### config.mk
export PLATFORM = sky130hd
export DESIGN_NAME = data_mem_arbiter
export DESIGN_NICKNAME = d
export VERILOG_FILES = /design/src/rtl/data_mem_arbiter.sv
export SDC_FILE = /design/constraint.sdc
export NUM_CORES = 1
export LEC_CHECK = 0
export CAP_MARGIN = 20
export CORE_AREA = 10 10 123 125
export DETAILED_ROUTE_END_ITERATION = 6
export DIE_AREA = 0 0 133 135
export GPL_TIMING_DRIVEN = 0
export PLACE_DENSITY_LB_ADDON = 0.2
export SYNTH_ARGS = -nofsm -noshare
export SYNTH_HDL_FRONTEND = slang
export SYNTH_SLANG_ARGS = --single-unit
### constraint.sdc
create_clock -name iClk -period 1.85 [get_ports iClk]
set_input_delay 0.37 -clock iClk [delete_from_list [all_inputs] [get_ports iClk]]
set_output_delay 0.37 -clock iClk [all_outputs]
set_load 0.1 [all_outputs]
### src/rtl/data_mem_arbiter.sv
// -----------------------------------------------------------------------------
// data_mem_arbiter
//
// Shares the single data-memory port between the pipeline memory stage
// (requester 0) and the loader/DMA port (requester 1). Conflicts are resolved
// round-robin. Each accepted access is sequenced through IDLE -> BUSY -> DONE,
// with BUSY lasting ACCESS_CYCLES cycles. The memory-side outputs are
// registered. The memory commits stores on the falling clock edge, so the
// write strobe is raised for exactly one cycle: the final BUSY cycle.
//
// Parameters
//   DATA_WIDTH     data bus width in bits
//   ACCESS_CYCLES  memory-side cycles per transaction, 1..15
//
// Ports
//   iClk, iRst                 clock, synchronous active-high reset
//   iReq*/iWe*/iSize*/iUns*    per-requester request, store flag, size, unsigned
//   iAddr*/iWData*             per-requester byte address and right-aligned data
//   oGnt0/oGnt1                one-cycle pulse: payload latched
//   oRValid0/oRValid1          one-cycle pulse: transaction complete
//   oRData/oErr                load result / misaligned-or-reserved flag
//   oMemWriteEn/oMemLoad       registered memory strobes
//   oMemSize/oMemUns/oMemAddr/oMemWData  latched payload towards memory
//   iMemRData                  combinational read data from memory
// -----------------------------------------------------------------------------
module data_mem_arbiter #(
  parameter int DATA_WIDTH    = 32,
  parameter int ACCESS_CYCLES = 1
) (
  input  logic                  iClk,
  input  logic                  iRst,
  input  logic                  iReq0,
  input  logic                  iReq1,
  input  logic                  iWe0,
  input  logic                  iWe1,
  input  logic [1:0]            iSize0,
  input  logic [1:0]            iSize1,
  input  logic                  iUns0,
  input  logic                  iUns1,
  input  logic [31:0]           iAddr0,
  input  logic [31:0]           iAddr1,
  input  logic [DATA_WIDTH-1:0] iWData0,
  input  logic [DATA_WIDTH-1:0] iWData1,
  output logic                  oGnt0,
  output logic                  oGnt1,
  output logic                  oRValid0,
  output logic                  oRValid1,
  output logic [DATA_WIDTH-1:0] oRData,
  output logic                  oErr,
  output logic                  oMemWriteEn,
  output logic                  oMemLoad,
  output logic [1:0]            oMemSize,
  output logic                  oMemUns,
  output logic [31:0]           oMemAddr,
  output logic [DATA_WIDTH-1:0] oMemWData,
  input  logic [DATA_WIDTH-1:0] iMemRData
);

  typedef enum logic [1:0] {IDLE, BUSY, DONE} state_t;

  // The counter holds the number of BUSY cycles still to come after the
  // current one; 4 bits covers the 1..15 range of ACCESS_CYCLES.
  localparam logic [3:0] CNT_INIT     = 4'(ACCESS_CYCLES - 1);
  localparam logic       SINGLE_CYCLE = (ACCESS_CYCLES == 1);

  state_t     state_reg;
  logic [3:0] cnt_reg;
  logic       last_reg;   // requester served most recently
  logic       sel_reg;    // requester owning the current transaction
  logic       we_reg;
  logic       err_reg;

  // Payload of the requester that would win if a grant happened now.
  logic                  pick;
  logic                  pick_we;
  logic [1:0]            pick_size;
  logic                  pick_uns;
  logic [31:0]           pick_addr;
  logic [DATA_WIDTH-1:0] pick_wdata;
  logic                  pick_err;

  // Reserved size, or a half/word access that is not naturally aligned.
  function automatic logic bad_access(input logic [1:0] size, input logic [1:0] lsb);
    logic bad;
    case (size)
      2'b00:   bad = 1'b0;
      2'b01:   bad = lsb[0];
      2'b10:   bad = (lsb != 2'b00);
      default: bad = 1'b1;
    endcase
    return bad;
  endfunction

  // With both requesting, the one not served last wins; otherwise whoever asks.
  assign pick       = (iReq0 && iReq1) ? ~last_reg : iReq1;
  assign pick_we    = pick ? iWe1    : iWe0;
  assign pick_size  = pick ? iSize1  : iSize0;
  assign pick_uns   = pick ? iUns1   : iUns0;
  assign pick_addr  = pick ? iAddr1  : iAddr0;
  assign pick_wdata = pick ? iWData1 : iWData0;
  assign pick_err   = bad_access(pick_size, pick_addr[1:0]);

  always_ff @(posedge iClk) begin
    if (iRst) begin
      state_reg   <= IDLE;
      cnt_reg     <= '0;
      last_reg    <= 1'b1;  // so that requester 0 wins the first conflict
      sel_reg     <= 1'b0;
      we_reg      <= 1'b0;
      err_reg     <= 1'b0;
      oGnt0       <= 1'b0;
      oGnt1       <= 1'b0;
      oRValid0    <= 1'b0;
      oRValid1    <= 1'b0;
      oRData      <= '0;
      oErr        <= 1'b0;
      oMemWriteEn <= 1'b0;
      oMemLoad    <= 1'b0;
      oMemSize    <= '0;
      oMemUns     <= 1'b0;
      oMemAddr    <= '0;
      oMemWData   <= '0;
    end else begin
      // Handshake outputs are single-cycle pulses.
      oGnt0    <= 1'b0;
      oGnt1    <= 1'b0;
      oRValid0 <= 1'b0;
      oRValid1 <= 1'b0;
      oErr     <= 1'b0;

      case (state_reg)
        IDLE: begin
          if (iReq0 || iReq1) begin
            sel_reg   <= pick;
            we_reg    <= pick_we;
            err_reg   <= pick_err;
            oGnt0     <= ~pick;
            oGnt1     <= pick;
            oMemSize  <= pick_size;
            oMemUns   <= pick_uns;
            oMemAddr  <= pick_addr;
            oMemWData <= pick_wdata;
            // Faulting accesses still occupy the BUSY slot but never touch memory.
            oMemLoad    <= ~pick_we & ~pick_err;
            // A one-cycle access makes the first BUSY cycle also the last.
            oMemWriteEn <= SINGLE_CYCLE & pick_we & ~pick_err;
            cnt_reg     <= CNT_INIT;
            state_reg   <= BUSY;
          end
        end

        BUSY: begin
          if (cnt_reg == 4'd0) begin
            oRData      <= (we_reg || err_reg) ? '0 : iMemRData;
            oMemWriteEn <= 1'b0;
            oMemLoad    <= 1'b0;
            state_reg   <= DONE;
          end else begin
            cnt_reg     <= cnt_reg - 4'd1;
            // Strobe lands in the cycle where the counter reaches zero.
            oMemWriteEn <= (cnt_reg == 4'd1) & we_reg & ~err_reg;
          end
        end

        DONE: begin
          oRValid0  <= ~sel_reg;
          oRValid1  <= sel_reg;
          oErr      <= err_reg;
          last_reg  <= sel_reg;
          state_reg <= IDLE;
        end

        default: state_reg <= IDLE;
      endcase
    end
  end

endmodule

==> report_table.html, run 1 <==
<table>
<tr><th>Metric</th><th>Value</th></tr>
<tr><th colspan="2">Synth</th></tr>
<tr><td>Mapped Cells</td><td>452</td></tr>
<tr><td>Share of flip-flops with an asynchronous set or reset after synthesis</td><td>0%</td></tr>
<tr><td>Mean Syn Cell Area</td><td>between 10 and 15 sq um</td></tr>
<tr><td>Arithmetic-cell share of the synthesized area counting full adders, half adders and majority gates</td><td>0.531%</td></tr>
<tr><td>Xor and xnor fraction of the mapped netlist area</td><td>less than 1%</td></tr>
<tr><td>Area share of the leading cell type in the synthesized netlist</td><td>roughly 49%</td></tr>
<tr><td>Yosys top cell by area</td><td>sky130_fd_sc_hd__dfxtp_1</td></tr>
<tr><td>Share of synthesized area occupied by flip-flops and latches</td><td>around half</td></tr>
<tr><td>Prevailing post-synth register cell</td><td>sky130_fd_sc_hd__dfxtp_1</td></tr>
<tr><td>Dominant combinational cell family by area after synthesis</td><td>compound AO/OA/AOI/OAI gates</td></tr>
<tr><td>Net count after synthesis</td><td>626</td></tr>
<tr><td>Cell variety after synth</td><td>43</td></tr>
<tr><td>Compound-Gate Fraction of Synth Area</td><td>between 10% and 20%</td></tr>
<tr><td>Count of yosys warnings during synthesis</td><td>0</td></tr>
<tr><td>Flops &amp; latches, synth</td><td>116</td></tr>
<tr><td>Mux share of post-synthesis cell area</td><td>14.9%</td></tr>
<tr><td>Number of enable flip-flop cells after synthesis</td><td>0</td></tr>
<tr><td>Simple-gate area share of the yosys netlist</td><td>~11%</td></tr>
<tr><td>Synthesized cell area</td><td>roughly 0.0047 sq mm</td></tr>
<tr><td>Dominant cells by area after synthesis</td><td>sky130_fd_sc_hd__dfxtp_1 49%, sky130_fd_sc_hd__mux2i_1 15%, sky130_fd_sc_hd__a211oi_1 11%</td></tr>
<tr><th colspan="2">Drt</th></tr>
<tr><td>Wire length per cell after detailed routing</td><td>19.0 um</td></tr>
<tr><td>DR pass1 iterations</td><td>4</td></tr>
<tr><td>Initial detailed-routing violation count</td><td>about 150</td></tr>
<tr><td>Number of routed nets with antenna violations</td><td>0</td></tr>
<tr><td>DRC violation count after routing</td><td>0</td></tr>
<tr><td>Number of vias after detailed routing</td><td>roughly 4600</td></tr>
<tr><td>Avg Vias per Cell</td><td>roughly 5.0</td></tr>
<tr><td>Wirelength, routed</td><td>roughly 18000 um</td></tr>
<tr><th colspan="2">Worst setup path</th></tr>
<tr><td>CP Capture Type</td><td>flop</td></tr>
<tr><td>Cell family with the largest share of critical-path delay</td><td>buffers and inverters</td></tr>
<tr><td>Crit path launch type</td><td>primary input</td></tr>
<tr><td>Critical path class</td><td>primary input to flop</td></tr>
<tr><td>Data arrival time at the worst-slack endpoint</td><td>~2.1 ns</td></tr>
<tr><td>Worst-path cell with the longest stage delay</td><td>sky130_fd_sc_hd__clkdlybuf4s50_1</td></tr>
<tr><td>Data required time at the worst endpoint</td><td>2.16 ns</td></tr>
<tr><td>Count of buffer and inverter cells on the critical path</td><td>3</td></tr>
<tr><td>R2r startpoint</td><td>cnt_reg[0]</td></tr>
<tr><td>Worst stage delay on the critical path</td><td>just under 0.6 ns</td></tr>
<tr><td>Cell Chain, Critical Path</td><td>clkdlybuf4s50_1, nor2_2, nor3_2, buf_4, buf_2, nor2_1, a211oi_1</td></tr>
<tr><td>Largest fanout on the critical path</td><td>10</td></tr>
<tr><td>Critical path origin</td><td>iReq0</td></tr>
<tr><th colspan="2">Min path</th></tr>
<tr><td>Worst Min Path Start</td><td>iRst</td></tr>
<tr><td>Worst min-delay path class</td><td>primary input to flop</td></tr>
<tr><th colspan="2">Place</th></tr>
<tr><td>Dpl hpwl</td><td>about 14000 um</td></tr>
<tr><td>Number of buffer cells added on primary ports</td><td>approximately 280</td></tr>
<tr><td>Worst slack at placement</td><td>-0.489 ns</td></tr>
<tr><td>Final weighted congestion in routability-driven placement</td><td>between 0.7 and 0.8</td></tr>
<tr><th colspan="2">Clock tree</th></tr>
<tr><td>TritonCTS clock tree</td><td>built</td></tr>
<tr><td>Clock sink count</td><td>around 120</td></tr>
<tr><td>H-tree Lvls</td><td>4</td></tr>
<tr><td>Num CTS Buffers</td><td>17</td></tr>
<tr><td>Root buf cell</td><td>sky130_fd_sc_hd__clkbuf_16</td></tr>
<tr><td>Clock latency at the later pin of the worst-skew pair</td><td>0.42 ns</td></tr>
<tr><td>Buffer depth of the longest clock path</td><td>2</td></tr>
<tr><td>CTS clk-pin slew, worst paths</td><td>0.05 ns</td></tr>
<tr><td>Number of buffers added to fix hold violations after cts</td><td>0</td></tr>
<tr><th colspan="2">Die</th></tr>
<tr><td>Core Box Area</td><td>approximately 0.013 sq mm</td></tr>
<tr><td>Horizontal die dimension</td><td>about 130 um</td></tr>
<tr><td>Starting density of the core</td><td>around 38%</td></tr>
<tr><td>Boundary Pins</td><td>between 200 and 300</td></tr>
<tr><td>Row count</td><td>41</td></tr>
<tr><td>Die area</td><td>approximately 0.018 sq mm</td></tr>
<tr><td>Floorplan die height</td><td>between 100 and 150 um</td></tr>
<tr><th colspan="2">Global routing</th></tr>
<tr><td>Total track usage</td><td>between 10% and 20%</td></tr>
<tr><td>First-pass GRT wire length</td><td>between 20000 and 30000 um</td></tr>
<tr><td>Initial antenna violation count</td><td>0</td></tr>
<tr><td>Maximum number of pins on one net before global-route repair</td><td>17</td></tr>
<tr><td>Via count of the first global-routing pass</td><td>approximately 5000</td></tr>
<tr><td>Leftover overflow at the end of global routing</td><td>0</td></tr>
<tr><th colspan="2">Finish</th></tr>
<tr><td>Count of nets after finishing</td><td>around 920</td></tr>
<tr><td>Antenna Diode Count</td><td>0</td></tr>
<tr><td>Share of layout cells above drive strength 1</td><td>23.7%</td></tr>
<tr><td>Area growth syn-to-layout</td><td>80.5%</td></tr>
<tr><td>Most frequent cells in the layout</td><td>170 x sky130_fd_sc_hd__clkdlybuf4s50_1, 116 x sky130_fd_sc_hd__dfxtp_1, 106 x sky130_fd_sc_hd__clkdlybuf4s15_2</td></tr>
<tr><td>Commonest non-fill, non-tap cell in the layout</td><td>sky130_fd_sc_hd__clkdlybuf4s50_1</td></tr>
<tr><td>Utilization after layout</td><td>just under 70%</td></tr>
<tr><td>Largest registers ranked by flip-flop count</td><td>oMemAddr x32, oMemWData x32, oRData x32</td></tr>
<tr><th colspan="2">Power and ir drop</th></tr>
<tr><td>Internal power contribution</td><td>roughly 7.8 mW</td></tr>
<tr><td>Proportion of power drawn by flip-flops and latches</td><td>a little under a quarter</td></tr>
<tr><td>Worst ir drop on vdd</td><td>779 uV</td></tr>
<tr><td>Switching Power</td><td>roughly 7.9 mW</td></tr>
<tr><td>Sw frac</td><td>roughly 50%</td></tr>
<tr><td>Cell area power density</td><td>about 1800 mW/mm^2</td></tr>
<tr><td>LEAKAGE</td><td>approximately 3.3 nW</td></tr>
<tr><td>Combinational cell fraction of total power</td><td>between 50% and 60%</td></tr>
<tr><td>Clock power share</td><td>22.6%</td></tr>
<tr><th colspan="2">Timing</th></tr>
<tr><td>Max Fclk</td><td>574 MHz</td></tr>
<tr><td>Worst relative slew slack</td><td>59.9%</td></tr>
<tr><td>Worst Hold Margin</td><td>0.402 ns</td></tr>
<tr><td>Final setup slack of the worst path</td><td>roughly 0.11 ns</td></tr>
<tr><td>Unrepaired setup endpoints after global routing</td><td>false</td></tr>
<tr><td>Final setup viols</td><td>0</td></tr>
<tr><td>Max-slew violation total from the final report</td><td>0</td></tr>
<tr><td>Worst clock skew</td><td>~0.0070 ns</td></tr>
<tr><td>Crit path time final</td><td>about 1.7 ns</td></tr>
<tr><td>Final number of hold-violating endpoints</td><td>0</td></tr>
<tr><td>Slew of the pin with the lowest slew margin</td><td>roughly 0.60 ns</td></tr>
<tr><td>Fin crit share</td><td>94.1%</td></tr>
<tr><th colspan="2">Outcome</th></tr>
<tr><td>Run status</td><td>completed</td></tr>
<tr><th colspan="2">Job</th></tr>
<tr><td>MaxCap Viol Count</td><td>0</td></tr>
</table>
-- final cells by class --
cell class | count | area (sq um)
Sequential cell | 116 | 2320
Multi-Input combinational cell | 294 | 2180
Clock buffer | 23 | 498
Inverter | 3 | 11.3
Fill cell | 1008 | 4060
Buffer | 39 | 226
Clock inverter | 9 | 148
Timing Repair Buffer | 277 | 2900
Tap cell | 172 | 215
-- power by group through the flow --
| stage | registers (mW) | logic (mW) | clock network, mW |
|---|---|---|---|
| CTS | 3.63 | 8.49 | 3.59 |
| finish | 3.64 | 8.48 | 3.53 |
| floorplan | 8.15 | 1.87 | 0 |
| global route | 3.73 | 8.84 | 3.71 |
| detailed placement | 3.67 | 8.62 | 0 |
| global placement | 3.63 | 8.53 | 0 |
-- per-layer routing --
| metal | part of all wire (%) | vias to the layer above | GRT usage (%) | wire [um] |
|---|---|---|---|---|
| met4 | 2.5 | 0 | 8.44 | 451 |
| met5 | 0 | - | 0 | 0 |
| met3 | 9.4 | 28 | 9.20 | 1670 |
| li1 | - | 2258 | - | - |
| met2 | 50 | 187 | 32.6 | 8810 |
| met1 | 38 | 2154 | 19.1 | 6790 |
-- tightest hold or removal path, cell delays in order --
cell and delay [ns]:
sky130_fd_sc_hd__buf_2 0.20, sky130_fd_sc_hd__nor2_1 0.10, sky130_fd_sc_hd__nand2_1 0.07, sky130_fd_sc_hd__nor2_1 0.03
-- synthesized netlist by cell type (2+ instances only) --
master,count
sky130_fd_sc_hd__nor2_1,81
sky130_fd_sc_hd__buf_6,3
sky130_fd_sc_hd__dfxtp_1,116
sky130_fd_sc_hd__a22o_1,32
sky130_fd_sc_hd__nand2b_1,2
sky130_fd_sc_hd__ha_1,2
sky130_fd_sc_hd__nor2b_1,2
sky130_fd_sc_hd__buf_4,7
sky130_fd_sc_hd__nor3_1,2
sky130_fd_sc_hd__nor3_2,3
sky130_fd_sc_hd__and3_1,2
sky130_fd_sc_hd__buf_1,3
sky130_fd_sc_hd__buf_2,13
sky130_fd_sc_hd__inv_1,3
sky130_fd_sc_hd__clkbuf_1,13
sky130_fd_sc_hd__xnor2_1,2
sky130_fd_sc_hd__o21a_1,3
sky130_fd_sc_hd__mux2i_1,69
sky130_fd_sc_hd__and4bb_2,2
sky130_fd_sc_hd__nand2_1,3
sky130_fd_sc_hd__a211oi_1,67
-- cells by family after synthesis --
| group | Yosys count |
|---|---|
| flops | 116 |
| compound gates | 113 |
| simple gates | 107 |
| mux | 70 |
| buf+inv | 42 |
| xor+xnor | 2 |
| fa+ha+maj | 2 |
-- timing repair --
| item | in CTS | in global routing |
|---|---|---|
| setup endpoints to repair | 125 | 29 |
| pin swaps | 1 | 0 |
| resized for setup | 320 | 17 |
| buffers inserted | 1 | 0 |
-- worst paths after layout --
path | to | slack, ns | cells after the start
max | oMemWData[26] | 0.11 | 7
min | oRValid0 | 0.40 | 4
max reg2reg | cnt_reg[2] | 0.16 | 6
min reg2reg | oRValid0 | 0.46 | 1
-- stage by stage --
stage	cell area, sq um	std cells	setup TNS [ns]	power (mW)
after global routing	8510	933	0	16.3
final	8510	933	0	15.7
after global placement	7690	900	-27.45	12.2
after floorplan	4710	452	0	10.0
after detailed placement	7690	900	-29.65	12.3
after CTS	8480	933	0	15.7
No activity file was read; power rests on OpenSTA's default activity.
==> run 2: changes to the inputs <==
==> config.mk (replaced) <==
export PLATFORM = sky130hd
export DESIGN_NAME = data_mem_arbiter
export DESIGN_NICKNAME = d
export VERILOG_FILES = /design/src/rtl/data_mem_arbiter.sv
export SDC_FILE = /design/constraint.sdc
export NUM_CORES = 1
export LEC_CHECK = 0
export CAP_MARGIN = 0
export CORE_AREA = 2 2 115 117
export DETAILED_ROUTE_END_ITERATION = 6
export DIE_AREA = 0 0 117 119
export GPL_TIMING_DRIVEN = 0
export PLACE_DENSITY_LB_ADDON = 0.2
export SETUP_SLACK_MARGIN = 0.5
export SYNTH_ARGS = -nofsm -noshare
export SYNTH_HDL_FRONTEND = slang
export SYNTH_SLANG_ARGS = --single-unit
==> run 2 against run 1 <==
  * Cell area rose by 20%
  * Sequential power rose by 15%
  * Worst setup slack improved by 0.28 ns
  * Sequential share of layout area fell by 3.2 points
  * Fmax rose by 19%
  * Combinational power rose by 26%
  * Via count rose by 4.4%
  * Largest cell class unchanged
==> report_table.html, run 2 (synthesized netlist as in run 1, its figures left out) <==
<table>
<tr><th>Metric</th><th>Value</th></tr>
<tr><th colspan="2">Outcome</th></tr>
<tr><td>Run status</td><td>completed (unchanged)</td></tr>
<tr><th colspan="2">Timing</th></tr>
<tr><td>Final total negative setup slack</td><td>0 ns (unchanged)</td></tr>
<tr><td>Crit path time final</td><td>1.46 ns (was 1.74 ns)</td></tr>
<tr><td>Worst clock skew</td><td>0.00667 ns (was 0.00701 ns)</td></tr>
<tr><td>Slew of the pin with the lowest slew margin</td><td>0.549 ns (was 0.602 ns)</td></tr>
<tr><td>Final setup slack of the worst path</td><td>0.386 ns (was 0.109 ns)</td></tr>
<tr><td>Max Fclk</td><td>683 MHz (was 574 MHz)</td></tr>
<tr><td>Max-slew violation total from the final report</td><td>0 (unchanged)</td></tr>
<tr><td>Unrepaired setup endpoints after global routing</td><td>true (was false)</td></tr>
<tr><td>Final number of hold-violating endpoints</td><td>0 (unchanged)</td></tr>
<tr><td>Final setup viols</td><td>0 (unchanged)</td></tr>
<tr><td>Worst relative slew slack</td><td>63.2% (was 59.9%)</td></tr>
<tr><td>Fin crit share</td><td>79.1% (was 94.1%)</td></tr>
<tr><th colspan="2">Die</th></tr>
<tr><td>Starting density of the core</td><td>36.6% (was 37.5%)</td></tr>
<tr><td>Row count</td><td>42 (was 41)</td></tr>
<tr><td>Die area</td><td>0.0139 sq mm (was 0.0180 sq mm)</td></tr>
<tr><td>Boundary Pins</td><td>278 (unchanged)</td></tr>
<tr><td>Horizontal die dimension</td><td>117 um (was 133 um)</td></tr>
<tr><td>Core Box Area</td><td>0.0129 sq mm (was 0.0126 sq mm)</td></tr>
<tr><td>Floorplan die height</td><td>119 um (was 135 um)</td></tr>
<tr><th colspan="2">Finish</th></tr>
<tr><td>Largest registers ranked by flip-flop count</td><td>oMemAddr x32, oMemWData x32, oRData x32 (unchanged)</td></tr>
<tr><td>Cell area after layout</td><td>0.0102 sq mm (was 0.00851 sq mm)</td></tr>
<tr><td>Share of layout cells above drive strength 1</td><td>43.7% (was 23.7%)</td></tr>
<tr><td>Antenna Diode Count</td><td>0 (unchanged)</td></tr>
<tr><td>Count of nets after finishing</td><td>939 (was 922)</td></tr>
<tr><td>Total of fill cells in the finished design</td><td>725 (was 1008)</td></tr>
<tr><td>Area growth syn-to-layout</td><td>117% (was 80.5%)</td></tr>
<tr><td>Most frequent cells in the layout</td><td>168 x sky130_fd_sc_hd__clkdlybuf4s50_1, 110 x sky130_fd_sc_hd__buf_12, 101 x sky130_fd_sc_hd__dfxtp_2 (was 170 x sky130_fd_sc_hd__clkdlybuf4s50_1, 116 x sky130_fd_sc_hd__dfxtp_1, 106 x sky130_fd_sc_hd__clkdlybuf4s15_2)</td></tr>
<tr><td>Commonest non-fill, non-tap cell in the layout</td><td>sky130_fd_sc_hd__clkdlybuf4s50_1 (unchanged)</td></tr>
<tr><th colspan="2">Worst setup path</th></tr>
<tr><td>Crit path launch type</td><td>flop (was primary input)</td></tr>
<tr><td>Critical path class</td><td>flop to flop (was primary input to flop)</td></tr>
<tr><td>Count of buffer and inverter cells on the critical path</td><td>1 (was 3)</td></tr>
<tr><td>Worst r2r dst</td><td>oMemWriteEn (was cnt_reg[2])</td></tr>
<tr><td>Cell family with the largest share of critical-path delay</td><td>compound AO/OA/AOI/OAI gates (was buffers and inverters)</td></tr>
<tr><td>Worst stage delay on the critical path</td><td>0.33 ns (was 0.58 ns)</td></tr>
<tr><td>Largest fanout on the critical path</td><td>4 (was 10)</td></tr>
<tr><td>Slack of the worst reg-to-reg path</td><td>0.39 ns (was 0.16 ns)</td></tr>
<tr><td>Number of gates on the worst path with buffers counted</td><td>5 (was 7)</td></tr>
<tr><td>Number of cells traversed by the worst register-to-register path</td><td>5 (was 6)</td></tr>
<tr><td>Cell Chain, Critical Path</td><td>a21boi_4, buf_6, mux2_4, o2111a_1, o221a_1 (was clkdlybuf4s50_1, nor2_2, nor3_2, buf_4, buf_2, nor2_1, a211oi_1)</td></tr>
<tr><td>CP Capture Type</td><td>flop (unchanged)</td></tr>
<tr><td>Data required time at the worst endpoint</td><td>2.15 ns (was 2.16 ns)</td></tr>
<tr><td>Worst-path cell with the longest stage delay</td><td>sky130_fd_sc_hd__dfxtp_2 (was sky130_fd_sc_hd__clkdlybuf4s50_1)</td></tr>
<tr><td>R2r startpoint</td><td>last_reg (was cnt_reg[0])</td></tr>
<tr><td>Data arrival time at the worst-slack endpoint</td><td>1.77 ns (was 2.05 ns)</td></tr>
<tr><th colspan="2">Global routing</th></tr>
<tr><td>Total track usage</td><td>23.6% (was 18.9%)</td></tr>
<tr><td>Maximum number of pins on one net before global-route repair</td><td>17 (unchanged)</td></tr>
<tr><td>Via count of the first global-routing pass</td><td>4949 (was 5052)</td></tr>
<tr><td>Leftover overflow at the end of global routing</td><td>0 (unchanged)</td></tr>
<tr><td>First-pass GRT wire length</td><td>25100 um (was 26900 um)</td></tr>
<tr><td>Initial antenna violation count</td><td>0 (unchanged)</td></tr>
<tr><td>Met3 Track Usage GR</td><td>8.09% (was 9.20%)</td></tr>
<tr><td>Grt peak-use layer</td><td>met2 (unchanged)</td></tr>
<tr><td>Met1 Track Usage GR</td><td>23.5% (was 19.1%)</td></tr>
<tr><td>Routing usage on met2</td><td>43.4% (was 32.6%)</td></tr>
<tr><th colspan="2">Power and ir drop</th></tr>
<tr><td>Cell area power density</td><td>1800 mW/mm^2 (was 1840 mW/mm^2)</td></tr>
<tr><td>Worst ir drop on vdd</td><td>1010 uV (was 779 uV)</td></tr>
<tr><td>LEAKAGE</td><td>4.03 nW (was 3.29 nW)</td></tr>
<tr><td>Tot Pwr</td><td>18.4 mW (was 15.7 mW)</td></tr>
<tr><th colspan="2">Clock tree</th></tr>
<tr><td>Number of buffers added to fix hold violations after cts</td><td>0 (unchanged)</td></tr>
<tr><td>Root buf cell</td><td>sky130_fd_sc_hd__clkbuf_16 (unchanged)</td></tr>
<tr><td>TritonCTS clock tree</td><td>built (unchanged)</td></tr>
<tr><td>H-tree Lvls</td><td>4 (unchanged)</td></tr>
<tr><td>CTS clk-pin slew, worst paths</td><td>0.05 ns (about the same)</td></tr>
<tr><td>Num CTS Buffers</td><td>17 (unchanged)</td></tr>
<tr><td>Clock latency at the later pin of the worst-skew pair</td><td>0.41 ns (was 0.42 ns)</td></tr>
<tr><td>Buffer depth of the longest clock path</td><td>2 (unchanged)</td></tr>
<tr><td>Clock sink count</td><td>116 (unchanged)</td></tr>
<tr><th colspan="2">Drt</th></tr>
<tr><td>DR pass1 iterations</td><td>4 (unchanged)</td></tr>
<tr><td>Number of vias after detailed routing</td><td>4832 (was 4627)</td></tr>
<tr><td>DRC violation count after routing</td><td>0 (unchanged)</td></tr>
<tr><td>Wirelength, routed</td><td>17600 um (was 17700 um)</td></tr>
<tr><td>Number of routed nets with antenna violations</td><td>0 (unchanged)</td></tr>
<tr><td>Initial detailed-routing violation count</td><td>186 (was 146)</td></tr>
<tr><td>Avg Vias per Cell</td><td>5.06 (was 4.96)</td></tr>
<tr><td>Wire length per cell after detailed routing</td><td>18.4 um (was 19.0 um)</td></tr>
<tr><th colspan="2">Min path</th></tr>
<tr><td>Worst min-delay path class</td><td>primary input to flop (unchanged)</td></tr>
<tr><td>Cell depth of the worst hold path</td><td>4 (unchanged)</td></tr>
<tr><td>Capture endpoint of the worst hold path</td><td>oRValid0 (unchanged)</td></tr>
<tr><td>Worst Min Path Start</td><td>iRst (unchanged)</td></tr>
<tr><th colspan="2">Place</th></tr>
<tr><td>Number of buffer cells added on primary ports</td><td>276 (unchanged)</td></tr>
<tr><td>Post-Place Cell Area</td><td>0.00772 sq mm (was 0.00769 sq mm)</td></tr>
<tr><td>Worst slack at placement</td><td>-0.428 ns (was -0.489 ns)</td></tr>
<tr><td>Final weighted congestion in routability-driven placement</td><td>0.782 (was 0.784)</td></tr>
<tr><td>Dpl hpwl</td><td>11600 um (was 14100 um)</td></tr>
<tr><th colspan="2">Job</th></tr>
<tr><td>MaxCap Viol Count</td><td>0 (unchanged)</td></tr>
</table>
[run 2: changes by cell type in the layout (fill, tap and decap cells not counted), sizes merged]
cell / delta
clkinvlp: -1
clkdlybuf4s15: -106
clkinv: +1
buf: +116
clkbuf: +7
clkdlybuf4s50: -2
dlygate4sd2: +2
[run 2: power breakdown]
part	internal, mW	switching [mW]
combinational	4.08	6.59
clock	2.46	1.13
sequential	3.38	0.791
total	9.93	8.51
[run 2: cell type report]
| class | count | area, sq um | area share (%) |
|---|---|---|---|
| clock inverters | 9 | 145 | 1.42 |
| well taps | 176 | 220 | 2.15 |
| inverters | 3 | 11.3 | 0.110 |
| plain buffers | 39 | 365 | 3.57 |
| clock buffers | 23 | 509 | 4.98 |
| multi-input cells | 294 | 2440 | 23.8 |
| flip-flops and latches | 116 | 2470 | 24.1 |
| repair buffers | 294 | 4070 | 39.8 |
[run 2: layer usage]
metal  vias up  share of wire (%)
met1      2305                 35
li1       2292                  -
met4         0                3.3
met3        41                7.5
met5         -                  0
met2       194                 54
[run 2: stage by stage]
step                hold slack (ns)  cells  util, %
floorplan                     0.422    452        -
global placement              0.460    904     60.0
detailed placement            0.462    904     60.0
CTS                           0.397    944     75.5
global route                  0.467    954     79.5
finish                        0.431    954     79.5
[run 2: worst max-delay path by stage]
stage	startpoint	end
after floorplan	cnt_reg[0]	cnt_reg[2]
after global placement	iReq0	oMemAddr[22]
after detailed placement	iReq0	oMemAddr[21]
after CTS	last_reg	oMemWriteEn
after global routing	state_reg[0]	oRData[6]
final	last_reg	oMemWriteEn
[run 2: worst register-to-register path: stages, from the launching register on]
cell and delay, ns:
sky130_fd_sc_hd__dfxtp_2 0.33, sky130_fd_sc_hd__a21boi_4 0.24, sky130_fd_sc_hd__buf_6 0.14, sky130_fd_sc_hd__mux2_4 0.30, sky130_fd_sc_hd__o2111a_1 0.14, sky130_fd_sc_hd__o221a_1 0.20
[run 2: timing repair]
action                     4_1_cts  5_1_grt
gates cloned                     1        5
setup endpoints to repair      215      120
pin swaps                        4        9
resized for setup             1081       87
setup buffers                    7        5
==> run 3: changes to the inputs <==
==> constraint.sdc (replaced) <==
create_clock -name iClk -period 1.5 [get_ports iClk]
set_input_delay 0.3 -clock iClk [delete_from_list [all_inputs] [get_ports iClk]]
set_output_delay 0.3 -clock iClk [all_outputs]
set_load 0.1 [all_outputs]
==> run 3 against run 2 <==
  * The flow now finishes with violations (negative setup slack)
  * Critical path type is now primary input to flop
  * Register-to-register slack worse by 0.43 ns
  * Die area unchanged
  * Power up 26%
  * Largest cell class unchanged
  * Sequential cell count unchanged
  * Highest routed layer unchanged
==> report_table.html, run 3 (synthesized netlist as in run 1, its figures left out) <==
<table>
<tr><th>Metric</th><th>Value</th></tr>
<tr><th colspan="2">Clock tree</th></tr>
<tr><td>Num CTS Buffers</td><td>17 (unchanged)</td></tr>
<tr><td>Clock sink count</td><td>116 (unchanged)</td></tr>
<tr><td>H-tree Lvls</td><td>4 (unchanged)</td></tr>
<tr><td>CTS clk-pin slew, worst paths</td><td>0.05 ns (about the same)</td></tr>
<tr><td>TritonCTS clock tree</td><td>built (unchanged)</td></tr>
<tr><td>Buffer depth of the longest clock path</td><td>2 (unchanged)</td></tr>
<tr><td>Clock latency at the later pin of the worst-skew pair</td><td>0.41 ns (about the same)</td></tr>
<tr><td>Root buf cell</td><td>sky130_fd_sc_hd__clkbuf_16 (unchanged)</td></tr>
<tr><th colspan="2">Worst setup path</th></tr>
<tr><td>Largest fanout on the critical path</td><td>5 (was 4)</td></tr>
<tr><td>Crit path launch type</td><td>primary input (was flop)</td></tr>
<tr><td>Data required time at the worst endpoint</td><td>1.74 ns (was 2.15 ns)</td></tr>
<tr><td>Critical path class</td><td>primary input to flop (was flop to flop)</td></tr>
<tr><td>Worst stage delay on the critical path</td><td>0.34 ns (was 0.33 ns)</td></tr>
<tr><td>CP Capture Type</td><td>flop (unchanged)</td></tr>
<tr><td>Critical path's most frequent cell</td><td>sky130_fd_sc_hd__buf_6</td></tr>
<tr><td>Data arrival time at the worst-slack endpoint</td><td>1.80 ns (was 1.77 ns)</td></tr>
<tr><td>Worst-path cell with the longest stage delay</td><td>sky130_fd_sc_hd__dlygate4sd2_1 (was sky130_fd_sc_hd__dfxtp_2)</td></tr>
<tr><td>Count of buffer and inverter cells on the critical path</td><td>4 (was 1)</td></tr>
<tr><td>Cell Chain, Critical Path</td><td>dlygate4sd2_1, a21boi_4, buf_6, buf_6, clkbuf_16, mux2i_1, a211oi_1 (was a21boi_4, buf_6, mux2_4, o2111a_1, o221a_1)</td></tr>
<tr><td>Cell family with the largest share of critical-path delay</td><td>buffers and inverters (was compound AO/OA/AOI/OAI gates)</td></tr>
<tr><th colspan="2">Timing</th></tr>
<tr><td>Fin crit share</td><td>104%</td></tr>
<tr><td>Final setup viols</td><td>3 (was 0)</td></tr>
<tr><td>Slew of the pin with the lowest slew margin</td><td>0.719 ns (was 0.549 ns)</td></tr>
<tr><td>Crit path time final</td><td>about 1.6 ns</td></tr>
<tr><td>Worst clock skew</td><td>0.0126 ns (was 0.00667 ns)</td></tr>
<tr><td>Unrepaired setup endpoints after global routing</td><td>true (unchanged)</td></tr>
<tr><td>Worst Hold Margin</td><td>0.222 ns (was 0.431 ns)</td></tr>
<tr><td>Worst relative slew slack</td><td>52.1% (was 63.2%)</td></tr>
<tr><td>Final setup slack of the worst path</td><td>-0.0574 ns (was 0.386 ns)</td></tr>
<tr><td>Final number of hold-violating endpoints</td><td>0 (unchanged)</td></tr>
<tr><td>Max Fclk</td><td>approximately 640 MHz</td></tr>
<tr><td>Max-slew violation total from the final report</td><td>0 (unchanged)</td></tr>
<tr><th colspan="2">Die</th></tr>
<tr><td>Core Box Area</td><td>0.0129 sq mm (unchanged)</td></tr>
<tr><td>Starting density of the core</td><td>36.6% (unchanged)</td></tr>
<tr><td>Floorplan die height</td><td>119 um (unchanged)</td></tr>
<tr><td>Boundary Pins</td><td>278 (unchanged)</td></tr>
<tr><td>Row count</td><td>42 (unchanged)</td></tr>
<tr><td>Die area</td><td>0.0139 sq mm (unchanged)</td></tr>
<tr><td>Horizontal die dimension</td><td>117 um (unchanged)</td></tr>
<tr><th colspan="2">Drt</th></tr>
<tr><td>Avg Vias per Cell</td><td>5.14 (was 5.06)</td></tr>
<tr><td>Wirelength, routed</td><td>20100 um (was 17600 um)</td></tr>
<tr><td>Number of vias after detailed routing</td><td>5110 (was 4832)</td></tr>
<tr><td>DRC violation count after routing</td><td>0 (unchanged)</td></tr>
<tr><td>Wire length per cell after detailed routing</td><td>20.2 um (was 18.4 um)</td></tr>
<tr><td>Initial detailed-routing violation count</td><td>203 (was 186)</td></tr>
<tr><td>Number of routed nets with antenna violations</td><td>0 (unchanged)</td></tr>
<tr><td>DR pass1 iterations</td><td>4 (unchanged)</td></tr>
<tr><th colspan="2">Place</th></tr>
<tr><td>Dpl hpwl</td><td>11700 um (was 11600 um)</td></tr>
<tr><td>Number of buffer cells added on primary ports</td><td>276 (unchanged)</td></tr>
<tr><td>Final weighted congestion in routability-driven placement</td><td>0.750 (was 0.782)</td></tr>
<tr><th colspan="2">Finish</th></tr>
<tr><td>Most frequent cells in the layout</td><td>168 x sky130_fd_sc_hd__clkdlybuf4s50_1, 116 x sky130_fd_sc_hd__buf_12, 98 x sky130_fd_sc_hd__dfxtp_2 (was 168 x sky130_fd_sc_hd__clkdlybuf4s50_1, 110 x sky130_fd_sc_hd__buf_12, 101 x sky130_fd_sc_hd__dfxtp_2)</td></tr>
<tr><td>Utilization after layout</td><td>84.7% (was 79.5%)</td></tr>
<tr><td>Largest registers ranked by flip-flop count</td><td>oMemAddr x32, oMemWData x32, oRData x32 (unchanged)</td></tr>
<tr><td>Area growth syn-to-layout</td><td>131% (was 117%)</td></tr>
<tr><td>Share of layout cells above drive strength 1</td><td>51.0% (was 43.7%)</td></tr>
<tr><td>Total of fill cells in the finished design</td><td>609 (was 725)</td></tr>
<tr><td>Commonest non-fill, non-tap cell in the layout</td><td>sky130_fd_sc_hd__clkdlybuf4s50_1 (unchanged)</td></tr>
<tr><td>Count of nets after finishing</td><td>979 (was 939)</td></tr>
<tr><th colspan="2">Global routing</th></tr>
<tr><td>Initial antenna violation count</td><td>2 (was 0)</td></tr>
<tr><td>Via count of the first global-routing pass</td><td>5164 (was 4949)</td></tr>
<tr><td>First-pass GRT wire length</td><td>26600 um (was 25100 um)</td></tr>
<tr><td>Total track usage</td><td>25.0% (was 23.6%)</td></tr>
<tr><td>Maximum number of pins on one net before global-route repair</td><td>17 (unchanged)</td></tr>
<tr><td>Leftover overflow at the end of global routing</td><td>0 (unchanged)</td></tr>
<tr><th colspan="2">Power and ir drop</th></tr>
<tr><td>Switching Power</td><td>11.0 mW (was 8.51 mW)</td></tr>
<tr><td>Worst ir drop on vdd</td><td>1270 uV (was 1010 uV)</td></tr>
<tr><td>Combinational cell fraction of total power</td><td>61.9% (was 57.9%)</td></tr>
<tr><td>Cell area power density</td><td>2140 mW/mm^2 (was 1800 mW/mm^2)</td></tr>
<tr><td>Sw frac</td><td>47.4% (was 46.2%)</td></tr>
<tr><td>Clock power share</td><td>15.8% (was 19.5%)</td></tr>
<tr><td>Internal power contribution</td><td>12.2 mW (was 9.93 mW)</td></tr>
<tr><td>LEAKAGE</td><td>4.28 nW (was 4.03 nW)</td></tr>
<tr><td>Proportion of power drawn by flip-flops and latches</td><td>22.4% (was 22.6%)</td></tr>
<tr><th colspan="2">Job</th></tr>
<tr><td>MaxCap Viol Count</td><td>0 (unchanged)</td></tr>
<tr><th colspan="2">Min path</th></tr>
<tr><td>Worst min-delay path class</td><td>primary input to flop (unchanged)</td></tr>
<tr><th colspan="2">Outcome</th></tr>
<tr><td>Run status</td><td>complete, but fails checks (was completed)</td></tr>
<tr><td>Violations in the final reports</td><td>negative setup slack</td></tr>
</table>
## run 3: cell types whose count changed in the layout (fill, tap and decap cells not counted), sizes merged
cell,change
buf,+44
clkinvlp,+3
diode,+2
inv,+1
bufinv,-4
clkbuf,-5
## run 3: worst paths after layout
check	start	to	slack [ns]	depth (start not counted)
worst max-delay path	iReq1	oMemAddr[4]	-0.06	7
worst min-delay path	iRst	oRValid0	0.22	4
worst max register to register	last_reg	oMemAddr[4]	-0.04	6
worst min register to register	sel_reg	oRValid0	0.46	1
## run 3: worst reg2reg max path, delay by kind of cell, from the launching register on
kind | cells | cell delay [ns]
compound gates | 2 | 0.38
buf+inv | 3 | 0.39
mux | 1 | 0.28
flops | 1 | 0.33
## run 3: through the flow
step                      setup slack [ns]  power (mW)  cells  instance area, sq um  setup TNS [ns]
final                              -0.0574        23.3    995                 10900         -0.0716
after global routing               -0.0960        24.0    995                 10900          -0.665
after CTS                           0.0516        22.0    965                 10000               0
after detailed placement            -0.655        15.5    904                  7990          -67.83
after global placement              -0.647        15.3    904                  7990          -64.44
after floorplan                      0.129        12.8    452                  5010               0
## run 3: power by group through the flow
stage               Sequential [mW]  Combinational, mW  Clock (mW)
floorplan                      10.3               2.53           0
global placement               4.67               10.6           0
detailed placement             4.71               10.8           0
CTS                            5.10               13.2        3.67
global route                   5.29               14.9        3.85
finish                         5.21               14.4        3.68
## run 3: layer usage
metal	global-route usage (%)	vias up	routed length, um
met5	0	-	0
met4	11.1	0	571
met3	8.80	42	1500
met2	44.7	237	10500
met1	25.9	2445	7530
li1	-	2386	-
## run 3: cell type report
class | count | area [sq um] | share of cell area [%]
Timing Repair Buffer | 334 | 4480 | 41.1
Buffer | 39 | 429 | 3.94
Multi-Input combinational cell | 294 | 2720 | 25.0
Clock inverter | 9 | 53.8 | 0.493
Clock buffer | 22 | 484 | 4.44
Tap cell | 176 | 220 | 2.02
Antenna cell | 2 | 5.00 | 0.0459
Inverter | 3 | 11.3 | 0.103
Sequential cell | 116 | 2490 | 22.9
## run 3: repair_timing
action	in CTS	in global routing
buffers inserted	27	22
setup endpoints to repair	218	218
gates resized for setup	987	128
pin swaps	10	19
cloned	3	6
hold buffers	0	0
